## src/rtl/mem_io_bus.sv

```systemverilog
// Multi-cycle load/store path from the CPU to data memory and N memory-mapped IO channels.
// Stores to memory take one stall cycle, loads MEM_LAT+1; IO waits on the selected io_ready or times out.
module mem_io_bus #(
  parameter int unsigned         ADDR_W    = 32,
  parameter int unsigned         DATA_W    = 32,
  parameter int unsigned         N_IO      = 4,
  parameter logic [ADDR_W-1:0]   IO_BASE   = 'hFFFF_FC00,
  parameter int unsigned         IO_STRIDE = 16,
  parameter int unsigned         MEM_LAT   = 1,
  parameter int unsigned         TIMEOUT   = 255
) (
  input  logic                         clk,
  input  logic                         rst,
  input  logic                         cpu_req,
  input  logic                         cpu_we,
  input  logic [ADDR_W-1:0]            cpu_addr,
  input  logic [DATA_W-1:0]            cpu_wdata,
  output logic [DATA_W-1:0]            cpu_rdata,
  output logic                         cpu_stall,
  output logic                         cpu_err,
  output logic [ADDR_W-1:0]            err_addr,
  output logic                         mem_en,
  output logic                         mem_we,
  output logic [ADDR_W-1:0]            mem_addr,
  output logic [DATA_W-1:0]            mem_wdata,
  input  logic [DATA_W-1:0]            mem_rdata,
  output logic [N_IO-1:0]              io_sel,
  output logic                         io_we,
  output logic [$clog2(IO_STRIDE)-1:0] io_addr,
  output logic [DATA_W-1:0]            io_wdata,
  input  logic [N_IO*DATA_W-1:0]       io_rdata,
  input  logic [N_IO-1:0]              io_ready
);

  localparam int unsigned OFF_W   = $clog2(IO_STRIDE);
  localparam int unsigned K_W     = (N_IO > 1) ? $clog2(N_IO) : 1;
  localparam int unsigned CNT_MAX = (TIMEOUT > MEM_LAT) ? TIMEOUT : MEM_LAT;
  localparam int unsigned CNT_W   = $clog2(CNT_MAX + 1);

  localparam logic [ADDR_W-1:0] IO_SPAN  = ADDR_W'(N_IO * IO_STRIDE);
  localparam logic [CNT_W-1:0]  MEM_LAST = CNT_W'(MEM_LAT - 1);
  localparam logic [CNT_W-1:0]  TO_LAST  = CNT_W'(TIMEOUT - 1);

  typedef enum logic [1:0] {S_IDLE, S_MEM_RD, S_IO_WAIT, S_DONE} state_t;

  state_t             state_q;
  logic [CNT_W-1:0]   cnt_q;
  logic [K_W-1:0]     chan_q;
  logic [ADDR_W-1:0]  addr_q;
  logic [DATA_W-1:0]  wdata_q;
  logic               we_q;
  logic [DATA_W-1:0]  cpu_rdata_q;
  logic [ADDR_W-1:0]  err_addr_q;
  logic               cpu_err_q;

  logic [ADDR_W-1:0]  io_off;
  logic               dec_mem;
  logic               dec_io;
  logic [K_W-1:0]     dec_chan;
  logic [DATA_W-1:0]  io_slice;
  logic               io_rdy_sel;

  // io_off wraps below IO_BASE, so the window test needs the dec_mem guard too
  assign io_off   = cpu_addr - IO_BASE;
  assign dec_mem  = cpu_addr < IO_BASE;
  assign dec_io   = !dec_mem && (io_off < IO_SPAN);
  assign dec_chan = io_off[OFF_W +: K_W];

  always_comb begin
    io_slice   = '0;
    io_rdy_sel = 1'b0;
    for (int i = 0; i < int'(N_IO); i++) begin
      if (chan_q == K_W'(i)) begin
        io_slice   = io_rdata[i*DATA_W +: DATA_W];
        io_rdy_sel = io_ready[i];
      end
    end
  end

  always_comb begin
    io_sel = '0;
    if (rst && state_q == S_IO_WAIT) begin
      for (int i = 0; i < int'(N_IO); i++) io_sel[i] = (chan_q == K_W'(i));
    end
  end

  // Memory strobes are gated by rst so an abort drops them in the same cycle
  assign mem_en    = rst && (state_q == S_IDLE) && cpu_req && dec_mem;
  assign mem_we    = mem_en && cpu_we;
  assign mem_addr  = cpu_addr;
  assign mem_wdata = cpu_wdata;

  assign io_we     = rst && (state_q == S_IO_WAIT) && we_q;
  assign io_addr   = addr_q[OFF_W-1:0];
  assign io_wdata  = wdata_q;

  assign cpu_stall = cpu_req && (state_q != S_DONE);
  assign cpu_rdata = cpu_rdata_q;
  assign cpu_err   = cpu_err_q;
  assign err_addr  = err_addr_q;

  always_ff @(posedge clk or negedge rst) begin
    if (!rst) begin
      state_q     <= S_IDLE;
      cnt_q       <= '0;
      chan_q      <= '0;
      addr_q      <= '0;
      wdata_q     <= '0;
      we_q        <= 1'b0;
      cpu_rdata_q <= '0;
      err_addr_q  <= '0;
      cpu_err_q   <= 1'b0;
    end else begin
      cpu_err_q <= 1'b0;
      case (state_q)
        S_IDLE: begin
          if (cpu_req) begin
            cnt_q <= '0;
            if (dec_mem) begin
              state_q <= cpu_we ? S_DONE : S_MEM_RD;
            end else if (dec_io) begin
              state_q <= S_IO_WAIT;
              chan_q  <= dec_chan;
              addr_q  <= cpu_addr;
              wdata_q <= cpu_wdata;
              we_q    <= cpu_we;
            end else begin
              state_q    <= S_DONE;
              cpu_err_q  <= 1'b1;
              err_addr_q <= cpu_addr;
              if (!cpu_we) cpu_rdata_q <= '0;
            end
          end
        end
        S_MEM_RD: begin
          if (cnt_q == MEM_LAST) begin
            cpu_rdata_q <= mem_rdata;
            state_q     <= S_DONE;
          end else begin
            cnt_q <= cnt_q + 1'b1;
          end
        end
        S_IO_WAIT: begin
          // ready is tested first so it wins over a timeout in the same cycle
          if (io_rdy_sel) begin
            if (!we_q) cpu_rdata_q <= io_slice;
            state_q <= S_DONE;
          end else if (cnt_q == TO_LAST) begin
            state_q    <= S_DONE;
            cpu_err_q  <= 1'b1;
            err_addr_q <= addr_q;
            if (!we_q) cpu_rdata_q <= '0;
          end else begin
            cnt_q <= cnt_q + 1'b1;
          end
        end
        S_DONE:  state_q <= S_IDLE;
        default: state_q <= S_IDLE;
      endcase
    end
  end

endmodule

```

## config.mk

```make
export PLATFORM = sky130hd
export DESIGN_NAME = mem_io_bus
export DESIGN_NICKNAME = d
export VERILOG_FILES = /design/src/rtl/mem_io_bus.sv
export SDC_FILE = /design/constraint.sdc
export NUM_CORES = 1
export LEC_CHECK = 0
export CAP_MARGIN = 20
export CELL_PAD_IN_SITES_DETAIL_PLACEMENT = 1
export CELL_PAD_IN_SITES_GLOBAL_PLACEMENT = 2
export CORE_MARGIN = 2
export CORE_UTILIZATION = 25
export DETAILED_ROUTE_END_ITERATION = 8
export PLACE_DENSITY = 0.83
export SYNTH_ARGS = -nofsm -noshare
export SYNTH_HDL_FRONTEND = slang
export SYNTH_SLANG_ARGS = --single-unit
export TNS_END_PERCENT = 10
```

## constraint.sdc

```tcl
create_clock -name clk -period 2.7 [get_ports clk]
set_input_delay 0.54 -clock clk [delete_from_list [all_inputs] [get_ports clk]]
set_output_delay 0.54 -clock clk [all_outputs]
set_load 0.1 [all_outputs]
```

Word level (Yosys, flattened, before mapping)
Index checks and enable logic that the tools add are counted.
{"block": "totals", "reg_bits": 142}
{"block": "op_classes", "bitwise": 1, "n_eq_ne": 20, "order_cmp": 2, "mux": 44, "reduce_logical": 19, "n_addsub": 2}
{"op": "2-to-1 mux 32 bit", "count": 18}
{"op": "case mux 32 bit (3 select lines)", "count": 1}
{"op": "case mux 32 bit (2 select lines)", "count": 1}
{"op": "< comparator 32 bit, second input constant", "count": 1}
{"op": "< comparator 32 x 7 -> 1 bit, second input constant", "count": 1}
{"op": "2-to-1 mux 8 bit", "count": 4}
{"op": "subtractor 32 bit, second input constant", "count": 1}
{"op": "case mux 8 bit (3 select lines)", "count": 1}
{"op": "inequality test 2 bit, second input constant", "count": 9}
{"op": "2-to-1 mux 2 bit", "count": 6}
{"op": "2-to-1 mux 1 bit", "count": 10}
{"op": "AND reduction 9 bit", "count": 1}
{"op": "adder 8 x 1 -> 8 bit, second input constant", "count": 1}
{"op": "== test 2 bit, second input constant", "count": 4}
{"op": "== test 8 bit, second input constant", "count": 1}
{"op": "logical AND 1 bit", "count": 8}
{"op": "logical NOT 8 bit", "count": 1}
{"op": "case mux 2 bit (4 select lines)", "count": 1}
{"op": "inequality test 3 bit, second input constant", "count": 2}
{"op": "AND reduction 6 bit", "count": 1}
{"op": "AND reduction 5 bit", "count": 1}
{"op": "== test 2 x 1 -> 1 bit, second input constant", "count": 2}
{"op": "logical NOT 2 bit", "count": 2}
{"op": "2-to-1 mux 4 bit", "count": 1}
{"op": "other kinds (9)", "count": 9}

Logic depth before layout (Yosys ltp)
Gate-level depths: netlist of run 1.
{"block": "depth", "word_depth": 8, "ltp_mapped": 9}

Least setup slack after synthesis of run 1
OpenSTA, ideal clock, no wires.
{"block": "synth_path", "path_kind": "register to output", "start": "register state_q[0]", "end": "output port io_sel[0]", "n_path_buf": 2, "path_stages_with_launch": 7, "arrival_ns": 3.486, "slack_ns": -1.326, "cell_sequence": "dfrtp_1 -> inv_1 -> ha_1 -> buf_1 -> clkbuf_1 -> nand2_1 -> nor3_1"}
{"block": "synth_via", "elab_chain_len": 3}
{"element": "from (decl)", "line_no": "46", "source": "state_t state_q;"}
{"element": "from (signal assigned)", "line_no": "120", "source": "state_q <= cpu_we ? S_DONE : S_MEM_RD;"}
{"element": "== test 2 bit", "line_no": "82", "source": "if (rst && state_q == S_IO_WAIT) begin"}
{"element": "logical AND 1 bit", "line_no": "82"}
{"element": "2-to-1 mux 4 bit", "line_no": "82"}
{"element": "to (decl)", "line_no": "27", "source": "output logic [N_IO-1:0] io_sel,"}
Every way passes these cells.

Final worst setup path of run 1
{"block": "layout_path", "start": "input port cpu_addr[24]", "end": "register err_addr_q[23], in the netlist err_addr[23]"}
{"block": "layout_via", "elab_chain_len": 5}
{"element": "from (decl)", "line_no": "16", "source": "input logic [ADDR_W-1:0] cpu_addr,"}
{"element": "subtractor 32 bit or < comparator 32 bit (tied branches)", "line_no": "64, 65"}
{"element": "< comparator 32 x 7 -> 1 bit or logical NOT 1 bit (tied branches)", "line_no": "66", "source": "assign dec_io = !dec_mem && (io_off < IO_SPAN);"}
{"element": "logical AND 1 bit", "line_no": "66"}
{"element": "inequality test 2 bit (no source line)"}
{"element": "AND reduction 6 bit (no source line) *"}
{"element": "to (signal assigned)", "line_no": "130", "source": "err_addr_q <= cpu_addr;"}
{"element": "to (signal assigned)", "line_no": "151", "source": "err_addr_q <= addr_q;"}
{"element": "to (decl)", "line_no": "53", "source": "logic [ADDR_W-1:0] err_addr_q;"}
Mark *: on every way between the ends. The rest lies on a longest branch, timed or not.
A chain may end at the register's enable or synchronous reset.

==> results of run 1 <==
==> sequential cells by signal, indices dropped and copies added, names as in the netlist <==
| register | flops |
|---|---|
| cpu_rdata | 32 |
| err_addr | 32 |
| io_wdata | 32 |
| addr_q | 31 |
| cnt_q | 8 |
| state_q | 2 |
| chan_q | 1 |
| cpu_err | 1 |
| we_q | 1 |
==> power by group through the flow <==
stage	sequential (µW)	combinational (µW)	clock (µW)
floorplan	2930	2120	0
global placement	2340	4150	0
detailed placement	2350	4190	0
CTS	2310	4240	2420
global route	2330	4500	2500
finish	2310	4230	2330
==> per-stage QoR <==
stage          power (µW)  setup slack [ns]  instance area (µm²)
3_3_place_gp         6488           -0.6429                13090
5_1_grt              9336          -0.05210                14040
2_1_floorplan        5058           -0.2130                 8115
4_1_cts              8967          0.004192                13940
6_report             8876           0.01811                14040
3_5_place_dp         6544           -0.7563                13090
==> cells by family (layout without fill, tap and decap cells) <==
| kind of cell | after synthesis | count (layout) | synth area share |
|---|---|---|---|
| and+or+nand+nor | 147 | 147 | 0.1057 |
| adders and majority gates | 8 | 8 | 0.01238 |
| xor gates and xnor gates | 1 | 1 | 0.001083 |
| AOI/OAI and AO/OA | 62 | 62 | 0.06128 |
| buffers and inverters | 116 | 549 | 0.09099 |
| muxes | 171 | 171 | 0.2953 |
| DFF | 140 | 140 | 0.4333 |
| other | 0 | 3 | 0 |
==> what timing repair did <==
action                                  CTS  global route
endpoints found under the hold margin    12             0
resized for setup                        51            29
endpoints found under the setup margin  124            96
hold buffers                              1             0
setup buffers                            14             5
gates cloned                              3             0
pin swaps                                14            11
==> final timing paths <==
path,endpoint
setup / recovery,err_addr[23]$_DFFE_PN0P_
hold / removal,addr_q[30]$_DFFE_PN0P_
setup reg to reg,err_addr[23]$_DFFE_PN0P_
hold reg to reg,addr_q[30]$_DFFE_PN0P_
max in group asynchronous,cpu_rdata[8]$_DFFE_PN0P_
min in group asynchronous,err_addr[12]$_DFFE_PN0P_
==> cells in the final DEF, fill, tap and decap left out, types with 17 or more instances in the layout <==
cell type,n
nor2b_1,35
mux2_4,30
dfrtp_1,138
mux2_1,32
mux4_2,33
clkdlybuf4s50_1,210
buf_12,75
clkbuf_16,17
nand2_1,23
buf_4,192
mux2_2,76
nand2b_1,22
a22oi_1,32
==> layout make-up <==
cell class | count | area share
Antenna cell | 3 | 0.0005348
Timing Repair Buffer | 508 | 0.3834
Sequential cell | 140 | 0.2498
Clock buffer | 19 | 0.03084
Multi-Input combinational cell | 389 | 0.2875
Tap cell | 402 | 0.03583
Clock inverter | 13 | 0.009805
Inverter | 9 | 0.002407
==> metal layers <==
metal,GRT usage,part of all wire,up-vias
met5,0,0.00076,-
met4,0.03424,0.0069,4
met3,0.05349,0.081,18
met2,0.3336,0.52,280
met1,0.2117,0.39,3474
li1,-,-,3126
==> run summary, run 1 <==
Status - complete, no violations
Remaining antenna violation count - 0
Pint - 5276 µW
Reg-to-reg critical path startpoint - chan_q[0]$_DFFE_PN0P_
Via/cell ratio - 4.654
Final core utilization - 0.4426
Max incr delay on CP - 0.38 ns
Levels on crit path - 11
Overflow after GRT - 0
Core Footprint - 31720 µm²
Commonest cells post-synth - dfrtp_1 (140), mux2_2 (81), buf_4 (72), nor2b_1 (35)
Worst skew pair latency - 0.42 ns
Most frequent CP cell - buf_4
Net Sw Power - 3600 µW
VDD IR max - 0.4066 mV
Setup crit start - cpu_addr[24]
Logic gate share of total power - 0.477
WP data required - 2.99 ns
Worst Setup End Kind - flip-flop
Max-cap violations - 0
Most used DFF post-synth - dfrtp_1
Pin count of the biggest net entering global routing - 49
WL final - 31520 µm
Worst setup SP type - input pin
Die H - 183.8 µm
Clock sinks - 140
Syn Nets - 885
Drt wl/cell - 21.25 µm
Share of the synthesized area in the top cell type - 0.4333
DRC errors left - 0
Clock Tree Root - clkbuf_16
YS warnings - 0
Sequential fraction of the synthesis area - 0.4333
Via count - 6902
Final period utilization - 0.9933
Power Dens Cells - 632.3 nW/µm²
CP max stage cell - o41ai_4
Starting Density - 0.2549
Die width - 183.8 µm
P_leak - 0.006501 µW
FF-to-FF setup slack - 0.19 ns
Hold Path Class - reg2reg
Storage cell area - 3506 µm²
CP top delay family - buffers and inverters
Fin nets - 1305
Worst reg2reg path depth - 8
Post-Layout Cell Count - 1483
Worst-path clk slew - 0.06 ns
Critical Path AT - 2.98 ns
Fmax - 0.3729 GHz
Yosys reg bits - 140
Clk buf depth - 2
Most common cell in the netlist - dfrtp_1
Placed cell count - 1425
Cts bufs inserted - 17
Reg power frac - 0.261
Ports - 405
Hold Path Stages - 1
Final setup viols - 0
Placed wire-length estimate - 24190 µm
CP Cell Sequence - clkdlybuf4s15_1, and4_4, nor3b_4, buf_4, a311o_1, a2111oi_4, buf_4, o41ai_4, buf_4, buf_12, mux2_2
Clock network fraction of total power - 0.263
Hold slack - 0.4613 ns
Drt pass-1 iters - 6
GRT Resource Usage Total - 0.1824
Sw frac - 0.4056
Unrepaired setup endpoints after global routing - true
CTS tree - built
Cell variety after synth - 51
Hold Fails Final Rpt - 0
Vias in the first global route - 7745
Largest fanout on the critical path - 8
Mapped cell area - 8085 µm²
Syn_area_per_cell - 12.54 µm²
Pins over their slew limit - 0
TNS Setup - 0 ns
PortBufs - 404
Layout cells sized above 1 - 0.4481
Gate count of the mapped netlist - 645
DRT iter0 DRCs - 218
Global-route wire length before repair - 46780 µm
Synth area leaders - dfrtp_1 (43%), mux2_2 (11%), mux4_2 (9.2%)
RD Place Congestion - 0.8041
CP bufs+invs - 5
Multi-input logic area - 4035 µm²
Layout area overhead - 73.61%
Slew margin rel. - 0.5796
Post-synth ARST share - 1.000
WS Path Type - in2reg
Tmin final - 2.682 ns
Initial antenna violation count - 5
Post-synth EDFFs - 0
Die footprint - 33800 µm²
Least-Margin Pin Slew - 0.6307 ns
Clock skew - 0.01325 ns
Site Rows - 65
Min-delay src - addr_q[30]$_DFFE_PN0P_
Post-synth top area cell - dfrtp_1
Fill cells - 3341
H-Tree Depth - 4
No activity file was read; power rests on OpenSTA's default activity.
==> run 2: changes to the inputs <==
--- a/config.mk
+++ b/config.mk
@@ -8,11 +8,11 @@
 export CAP_MARGIN = 20
 export CELL_PAD_IN_SITES_DETAIL_PLACEMENT = 1
 export CELL_PAD_IN_SITES_GLOBAL_PLACEMENT = 2
-export CORE_MARGIN = 2
+export CORE_MARGIN = 3
 export CORE_UTILIZATION = 25
 export DETAILED_ROUTE_END_ITERATION = 8
 export PLACE_DENSITY = 0.83
 export SYNTH_ARGS = -nofsm -noshare
 export SYNTH_HDL_FRONTEND = slang
 export SYNTH_SLANG_ARGS = --single-unit
-export TNS_END_PERCENT = 10
+export TNS_END_PERCENT = 5
==> run 2 against run 1 <==
Compared with the run above:
- worst hold slack improved by 0.0046 ns
- setup slack gained 0.022 ns
- die area rose by 2.2%
- clock-buffer cell count stayed put
- final cell count is 0.47% lower
- register-to-register slack worse by 0.12 ns
- first-iteration DRC count grew 6.0%
- routed wire length rose by 2.3%
- largest power group unchanged
==> run summary, run 2 (same netlist as run 1, synthesis figures left out) <==
Cts bufs inserted - 17 (unchanged)
Clock sinks - 140 (unchanged)
PortBufs - 404 (unchanged)
Pin count of the biggest net entering global routing - 52 (was 49)
Worst skew pair latency - 0.43 ns (was 0.42 ns)
Die width - 185.8 µm (was 183.8 µm)
H-Tree Depth - 4 (unchanged)
Vias in the first global route - 7691 (was 7745)
WP data required - 3.00 ns (was 2.99 ns)
Least-Margin Pin Slew - 0.7118 ns (was 0.6307 ns)
Worst R2R End - cpu_rdata[19]$_DFFE_PN0P_ (was err_addr[23]$_DFFE_PN0P_)
Worst setup SP type - input pin (unchanged)
WL final - 32240 µm (was 31520 µm)
Layout area overhead - 75.18% (was 73.61%)
Core Footprint - 31720 µm² (unchanged)
Hold Fails Final Rpt - 0 (unchanged)
Drt wl/cell - 21.84 µm (was 21.25 µm)
Layout cells sized above 1 - 0.4455 (was 0.4481)
Remaining antenna violation count - 0 (unchanged)
TNS Setup - 0 ns (unchanged)
Fmax - 0.3760 GHz (was 0.3729 GHz)
Most common cell after layout, fill and taps aside - clkdlybuf4s50_1 (unchanged)
Ports - 405 (unchanged)
Logic gate share of total power - 0.482 (was 0.477)
Final period utilization - 0.9851 (was 0.9933)
Fin nets - 1300 (was 1305)
Reg-to-reg critical path startpoint - cnt_q[0]$_DFFE_PN0P_ (was chan_q[0]$_DFFE_PN0P_)
Commonest non-fill, non-tap cells in the layout - clkdlybuf4s50_1 (209), buf_4 (180), dfrtp_1 (135) (was clkdlybuf4s50_1 (210), buf_4 (192), dfrtp_1 (138))
Max-cap violations - 0 (unchanged)
Worst-path clk slew - 0.06 ns (about the same)
Power Dens Cells - 663.3 nW/µm² (was 632.3 nW/µm²)
Global-route wire length before repair - 45940 µm (was 46780 µm)
Clock network fraction of total power - 0.272 (was 0.263)
Initial antenna violation count - 2 (was 5)
Hold Path Class - reg2reg (unchanged)
Clock Tree Root - clkbuf_16 (unchanged)
FF-to-FF setup slack - 0.07 ns (was 0.19 ns)
Net Sw Power - 3712 µW (was 3600 µW)
Placed wire-length estimate - 24070 µm (was 24190 µm)
Site Rows - 65 (unchanged)
Clk buf depth - 2 (unchanged)
Reg power frac - 0.247 (was 0.261)
Final instance area - 14160 µm² (was 14040 µm²)
Status - complete, no violations (unchanged)
Pins over their slew limit - 0 (unchanged)
Starting Density - 0.2549 (unchanged)
Via count - 6912 (was 6902)
Slew margin rel. - 0.5255 (was 0.5796)
CTS tree - built (unchanged)
Final setup viols - 0 (unchanged)
Min-delay src - addr_q[12]$_DFFE_PN0P_ (was addr_q[30]$_DFFE_PN0P_)
Die H - 185.8 µm (was 183.8 µm)
Worst Setup End Kind - flip-flop (unchanged)
Pint - 5683 µW (was 5276 µW)
GRT Resource Usage Total - 0.1746 (was 0.1824)
Die footprint - 34530 µm² (was 33800 µm²)
Worst reg2reg path depth - 9 (was 8)
Critical Path AT - 2.96 ns (was 2.98 ns)
P_leak - 0.006595 µW (was 0.006501 µW)
Tmin final - 2.660 ns (was 2.682 ns)
DRC errors left - 0 (unchanged)
Drt pass-1 iters - 4 (was 6)
Via/cell ratio - 4.683 (was 4.654)
VDD IR max - 0.5216 mV (was 0.4066 mV)
WHS Endpoint - addr_q[12]$_DFFE_PN0P_ (was addr_q[30]$_DFFE_PN0P_)
Hold Path Stages - 1 (unchanged)
Sw frac - 0.3951 (was 0.4056)
Largest fanout on the critical path - 8 (unchanged)
DRT iter0 DRCs - 231 (was 218)
WS Path Type - in2reg (unchanged)
Overflow after GRT - 0 (unchanged)
Clock skew - 0.01810 ns (was 0.01325 ns)
Placed instance area - 13110 µm² (was 13090 µm²)
RD Place Congestion - 0.7678 (was 0.8041)
==> run 2: changes by cell type in the layout (fill, tap and decap cells not counted), sizes merged, moves of 2 or more <==
cell	before	now
diode	3	1
buf	276	268
clkinvlp	4	2
dlymetal6s2s	1	4
bufinv	1	4
dlygate4sd2	5	16
clkdlybuf4s15	10	1
==> run 2: critical path, stage by stage <==
cell             delay, ns
clkdlybuf4s50_1       0.42
buf_4                 0.16
nor4b_1               0.37
nand4b_1              0.19
a2111oi_2             0.38
buf_4                 0.18
a31oi_4               0.17
clkbuf_16             0.23
mux2_1                0.30
==> run 2: what timing repair did <==
action                                  in CTS  in global routing
hold buffers                                 1                  0
setup buffers                                8                  7
resized for setup                           45                 23
gates cloned                                 1                  5
endpoints found under the setup margin     126                112
pin swaps                                   10                 12
endpoints found under the hold margin       10                  0
==> run 2: worst max path at each step <==
| stage | startpoint | to | slack, ns | cells past startpoint |
|---|---|---|---|---|
| after floorplan | chan_q[0]$_DFFE_PN0P_ | io_sel[1] | -0.21 | 4 |
| after global placement | cpu_addr[26] | addr_q[5]$_DFFE_PN0P_ | -0.55 | 8 |
| after detailed placement | cpu_addr[26] | io_wdata[29]$_DFFE_PN0P_ | -0.62 | 8 |
| after CTS | io_ready[3] | err_addr[10]$_DFFE_PN0P_ | 0.009 | 9 |
| after global routing | cnt_q[0]$_DFFE_PN0P_ | cpu_rdata[5]$_DFFE_PN0P_ | -0.05 | 9 |
| final | cpu_addr[9] | cpu_rdata[19]$_DFFE_PN0P_ | 0.04 | 9 |
==> run 2: metrics by stage <==
step | setup WS (ns) | std cells | util | total power [µW] | hold WS [ns]
5_1_grt | -0.04740 | 1476 | 0.4465 | 9890 | 0.4800
3_5_place_dp | -0.6238 | 1422 | 0.4132 | 6557 | 0.3879
2_1_floorplan | -0.2130 | 645 | - | 5058 | 0.2444
3_3_place_gp | -0.5493 | 1422 | 0.4132 | 6503 | 0.3941
6_report | 0.04023 | 1476 | 0.4465 | 9395 | 0.4659
4_1_cts | 0.008746 | 1464 | 0.4384 | 9175 | 0.4686
==> run 2: cell type report <==
class	instances	area, µm²
inverter	9	33.78
multi-input combinational	389	4024
fill	3299	17550
clock inverter	13	188.9
timing repair buffer	503	5469
antenna	1	2.502
sequential	140	3510
tap	402	503.0
clock buffer	19	432.9
==> run 2: routing by layer <==
metal	vias to the layer above	share of wire	global-route usage
met1	3453	0.38	0.2023
li1	3120	-	-
met5	-	0.00040	0
met2	303	0.52	0.3076
met3	34	0.093	0.05921
met4	2	0.016	0.04856
==> run 2: power groups by stage <==
stage                     clock, µW  sequential [µW]  combinational, µW
after global routing           2750             2340               4810
after global placement            0             2350               4160
after detailed placement          0             2350               4200
after floorplan                   0             2930               2120
after CTS                      2630             2310               4230
final                          2550             2320               4530
==> run 3: changes to the inputs <==
==> constraint.sdc (replaced) <==
create_clock -name clk -period 2.8 [get_ports clk]
set_input_delay 0.56 -clock clk [delete_from_list [all_inputs] [get_ports clk]]
set_output_delay 0.56 -clock clk [all_outputs]
set_load 0.1 [all_outputs]
==> run 3 against run 2 <==
Compared with the run above:
- die area did not move
- utilization fell by 2.0 points
- global-route usage fell by 0.29 points
- register-to-register slack improved by 0.10 ns
- via count fell by 1.0%
- critical path type unchanged
- largest cell class unchanged
- highest routed layer is now met4
==> run summary, run 3 (same netlist as run 1, synthesis figures left out) <==
Power Total - 8867 µW (was 9395 µW)
Clock sinks - 140 (unchanged)
Clock skew - 0.01259 ns (was 0.01810 ns)
Global Route met1 Usage - 0.1991 (was 0.2023)
Starting Density - 0.2549 (unchanged)
H-Tree Depth - 4 (unchanged)
Final setup viols - 0 (unchanged)
Levels on crit path - 12 (was 9)
Worst reg2reg path depth - 10 (was 9)
Worst setup SP type - input pin (unchanged)
CP bufs+invs - 6 (was 4)
Worst skew pair latency - 0.42 ns (was 0.43 ns)
Worst-path clk slew - 0.07 ns (was 0.06 ns)
Power Dens Cells - 655.7 nW/µm² (was 663.3 nW/µm²)
Remaining antenna violation count - 0 (unchanged)
Drt pass-1 iters - 4 (unchanged)
Hold Path Class - reg2reg (unchanged)
Post-route setup slack - 0.04720 ns (was 0.04023 ns)
Clk buf depth - 2 (unchanged)
Pre-CTS setup slack - -0.5110 ns (was -0.6238 ns)
GRT Resource Usage Total - 0.1717 (was 0.1746)
Met3 usage in global routing - 0.05804 (was 0.05921)
Via count - 6842 (was 6912)
P_leak - 0.006351 µW (was 0.006595 µW)
Final core utilization - 0.4264 (was 0.4465)
Placed cell count - 1414 (was 1422)
Commonest non-fill, non-tap cells in the layout - clkdlybuf4s50_1 (210), buf_4 (208), dfrtp_1 (138) (was clkdlybuf4s50_1 (209), buf_4 (180), dfrtp_1 (135))
Most common cell after layout, fill and taps aside - clkdlybuf4s50_1 (unchanged)
Most frequent CP cell - buf_4 (unchanged)
CP top delay family - buffers and inverters (unchanged)
Critical Path AT - 3.06 ns (was 2.96 ns)
Reg power frac - 0.252 (was 0.247)
Logic gate share of total power - 0.494 (was 0.482)
Clock Tree Root - clkbuf_16 (unchanged)
Slew margin rel. - 0.5099 (was 0.5255)
Initial antenna violation count - 0 (was 2)
Status - complete, no violations (unchanged)
Antenna diode count - 0 (was 1)
Via/cell ratio - 4.677 (was 4.683)
WS Path Type - in2reg (unchanged)
Hold Path Stages - 1 (unchanged)
Fin nets - 1288 (was 1300)
CP max stage cell - a2111oi_4 (was clkdlybuf4s50_1)
Pin count of the biggest net entering global routing - 52 (unchanged)
Least-Margin Pin Slew - 0.7351 ns (was 0.7118 ns)
Die footprint - 34530 µm² (unchanged)
Site Rows - 65 (unchanged)
WP data required - 3.11 ns (was 3.00 ns)
Pint - 5310 µW (was 5683 µW)
Net Sw Power - 3557 µW (was 3712 µW)
RD Place Congestion - 0.7482 (was 0.7678)
Placed wire-length estimate - 23600 µm (was 24070 µm)
Worst Setup End Kind - flip-flop (unchanged)
Layer with the highest usage - met2 (unchanged)
Largest fanout on the critical path - 4 (was 8)
Vias in the first global route - 7532 (was 7691)
Layout area overhead - 67.26% (was 75.18%)
Hold Fails Final Rpt - 0 (unchanged)
WL final - 30920 µm (was 32240 µm)
Global-route wire length before repair - 45020 µm (was 45940 µm)
Max-cap violations - 0 (unchanged)
M2 GR Usage - 0.3079 (was 0.3076)
Layout cells sized above 1 - 0.4402 (was 0.4455)
Overflow after GRT - 0 (unchanged)
CP Cell Sequence - dlygate4sd2_1, and4_4, nor3b_4, buf_6, a311o_1, buf_4, a2111oi_4, buf_4, o41ai_4, buf_6, buf_4, mux2_1 (was clkdlybuf4s50_1, buf_4, nor4b_1, nand4b_1, a2111oi_2, buf_4, a31oi_4, clkbuf_16, mux2_1)
VDD IR max - 0.4340 mV (was 0.5216 mV)
Die width - 185.8 µm (unchanged)
Core Footprint - 31720 µm² (unchanged)
Drt wl/cell - 21.14 µm (was 21.84 µm)
PortBufs - 404 (unchanged)
Storage cell area - 3506 µm² (was 3510 µm²)
Final period utilization - 0.9831
Multi-input logic area - 4004 µm² (was 4024 µm²)
Die H - 185.8 µm (unchanged)
Clock network fraction of total power - 0.254 (was 0.272)
Ports - 405 (unchanged)
CTS tree - built (unchanged)
Fmax - 0.3633 GHz
Max incr delay on CP - 0.38 ns (was 0.42 ns)
Cts bufs inserted - 17 (unchanged)
Pins over their slew limit - 0 (unchanged)
Tmin final - 2.753 ns
DRT iter0 DRCs - 243 (was 231)
Post-Layout Cell Count - 1463 (was 1476)
DRC errors left - 0 (unchanged)
Sw frac - 0.4012 (was 0.3951)
Fill cells - 3381 (was 3299)
run 3: cell types whose count changed in the layout (fill, tap and decap cells not counted), moves of 3 or more:
cell            before  now
buf_12              79   44
buf_4              180  208
bufinv_16            4    1
clkbuf_16           21   17
clkinvlp_4           2    5
dfrtp_1            135  138
dfrtp_2              5    2
dlygate4sd2_1       16   13
dlymetal6s2s_1       4    7
inv_6                3    6
mux2_1              33   23
mux2_4              25   35
run 3: routing by layer:
metal | share of wire | up-vias
li1 | - | 3086
met1 | 0.38 | 3447
met2 | 0.51 | 283
met3 | 0.092 | 26
met4 | 0.011 | 0
met5 | 0 | -
run 3: stage by stage:
| stage | area, µm² | setup TNS (ns) | hold WS [ns] |
|---|---|---|---|
| 3_3_place_gp | 12580 | -51.33 | 0.4334 |
| 5_1_grt | 13520 | -0.2160 | 0.4847 |
| 6_report | 13520 | 0 | 0.4636 |
| 2_1_floorplan | 8115 | -0.3925 | 0.2644 |
| 3_5_place_dp | 12580 | -57.96 | 0.4299 |
| 4_1_cts | 13450 | -0.004421 | 0.4657 |
run 3: final timing paths:
kind                                              from                         to  slack, ns
worst min register to register  addr_q[17]$_DFFE_PN0P_     addr_q[17]$_DFFE_PN0P_       0.46
worst max register to register    cnt_q[0]$_DFFE_PN0P_   cpu_rdata[7]$_DFFE_PN0P_       0.17
worst max-delay path                      cpu_addr[26]   err_addr[21]$_DFFE_PN0P_       0.05
min in group asynchronous                          rst   err_addr[11]$_DFFE_PN0P_       0.55
max in group asynchronous                          rst  cpu_rdata[31]$_DFFE_PN0P_       0.87
worst min-delay path            addr_q[17]$_DFFE_PN0P_     addr_q[17]$_DFFE_PN0P_       0.46
run 3: power by group through the flow:
stage / logic [µW] / registers (µW) / clock network (µW)
2_1_floorplan: 2050 / 2830 / 0
3_3_place_gp: 3880 / 2270 / 0
3_5_place_dp: 3920 / 2270 / 0
4_1_cts: 4420 / 2240 / 2330
5_1_grt: 4650 / 2250 / 2430
6_report: 4380 / 2240 / 2250
run 3: cell type report:
type | instances | share of cell area
Timing Repair Buffer | 491 | 0.3620
Multi-Input combinational cell | 389 | 0.2961
Sequential cell | 140 | 0.2593
Tap cell | 402 | 0.03719
Clock buffer | 19 | 0.03349
Clock inverter | 13 | 0.009530
Inverter | 9 | 0.002498
run 3: worst reg2reg max path: stages (launching register included):
cell	delay [ns]
dfrtp_1	0.40
inv_1	0.11
ha_1	0.17
nand3_1	0.09
or2_2	0.34
a221oi_2	0.39
nand3b_1	0.18
a31oi_4	0.20
buf_12	0.16
buf_12	0.16
mux2_4	0.32
run 3: repair_timing:
action                                  CTS  global route
gates cloned                              3             0
buffers inserted                          8             5
endpoints found under the hold margin    16             0
pin swaps                                11             8
hold buffers                              1             0
gates resized for setup                  48            12
endpoints found under the setup margin   65           118
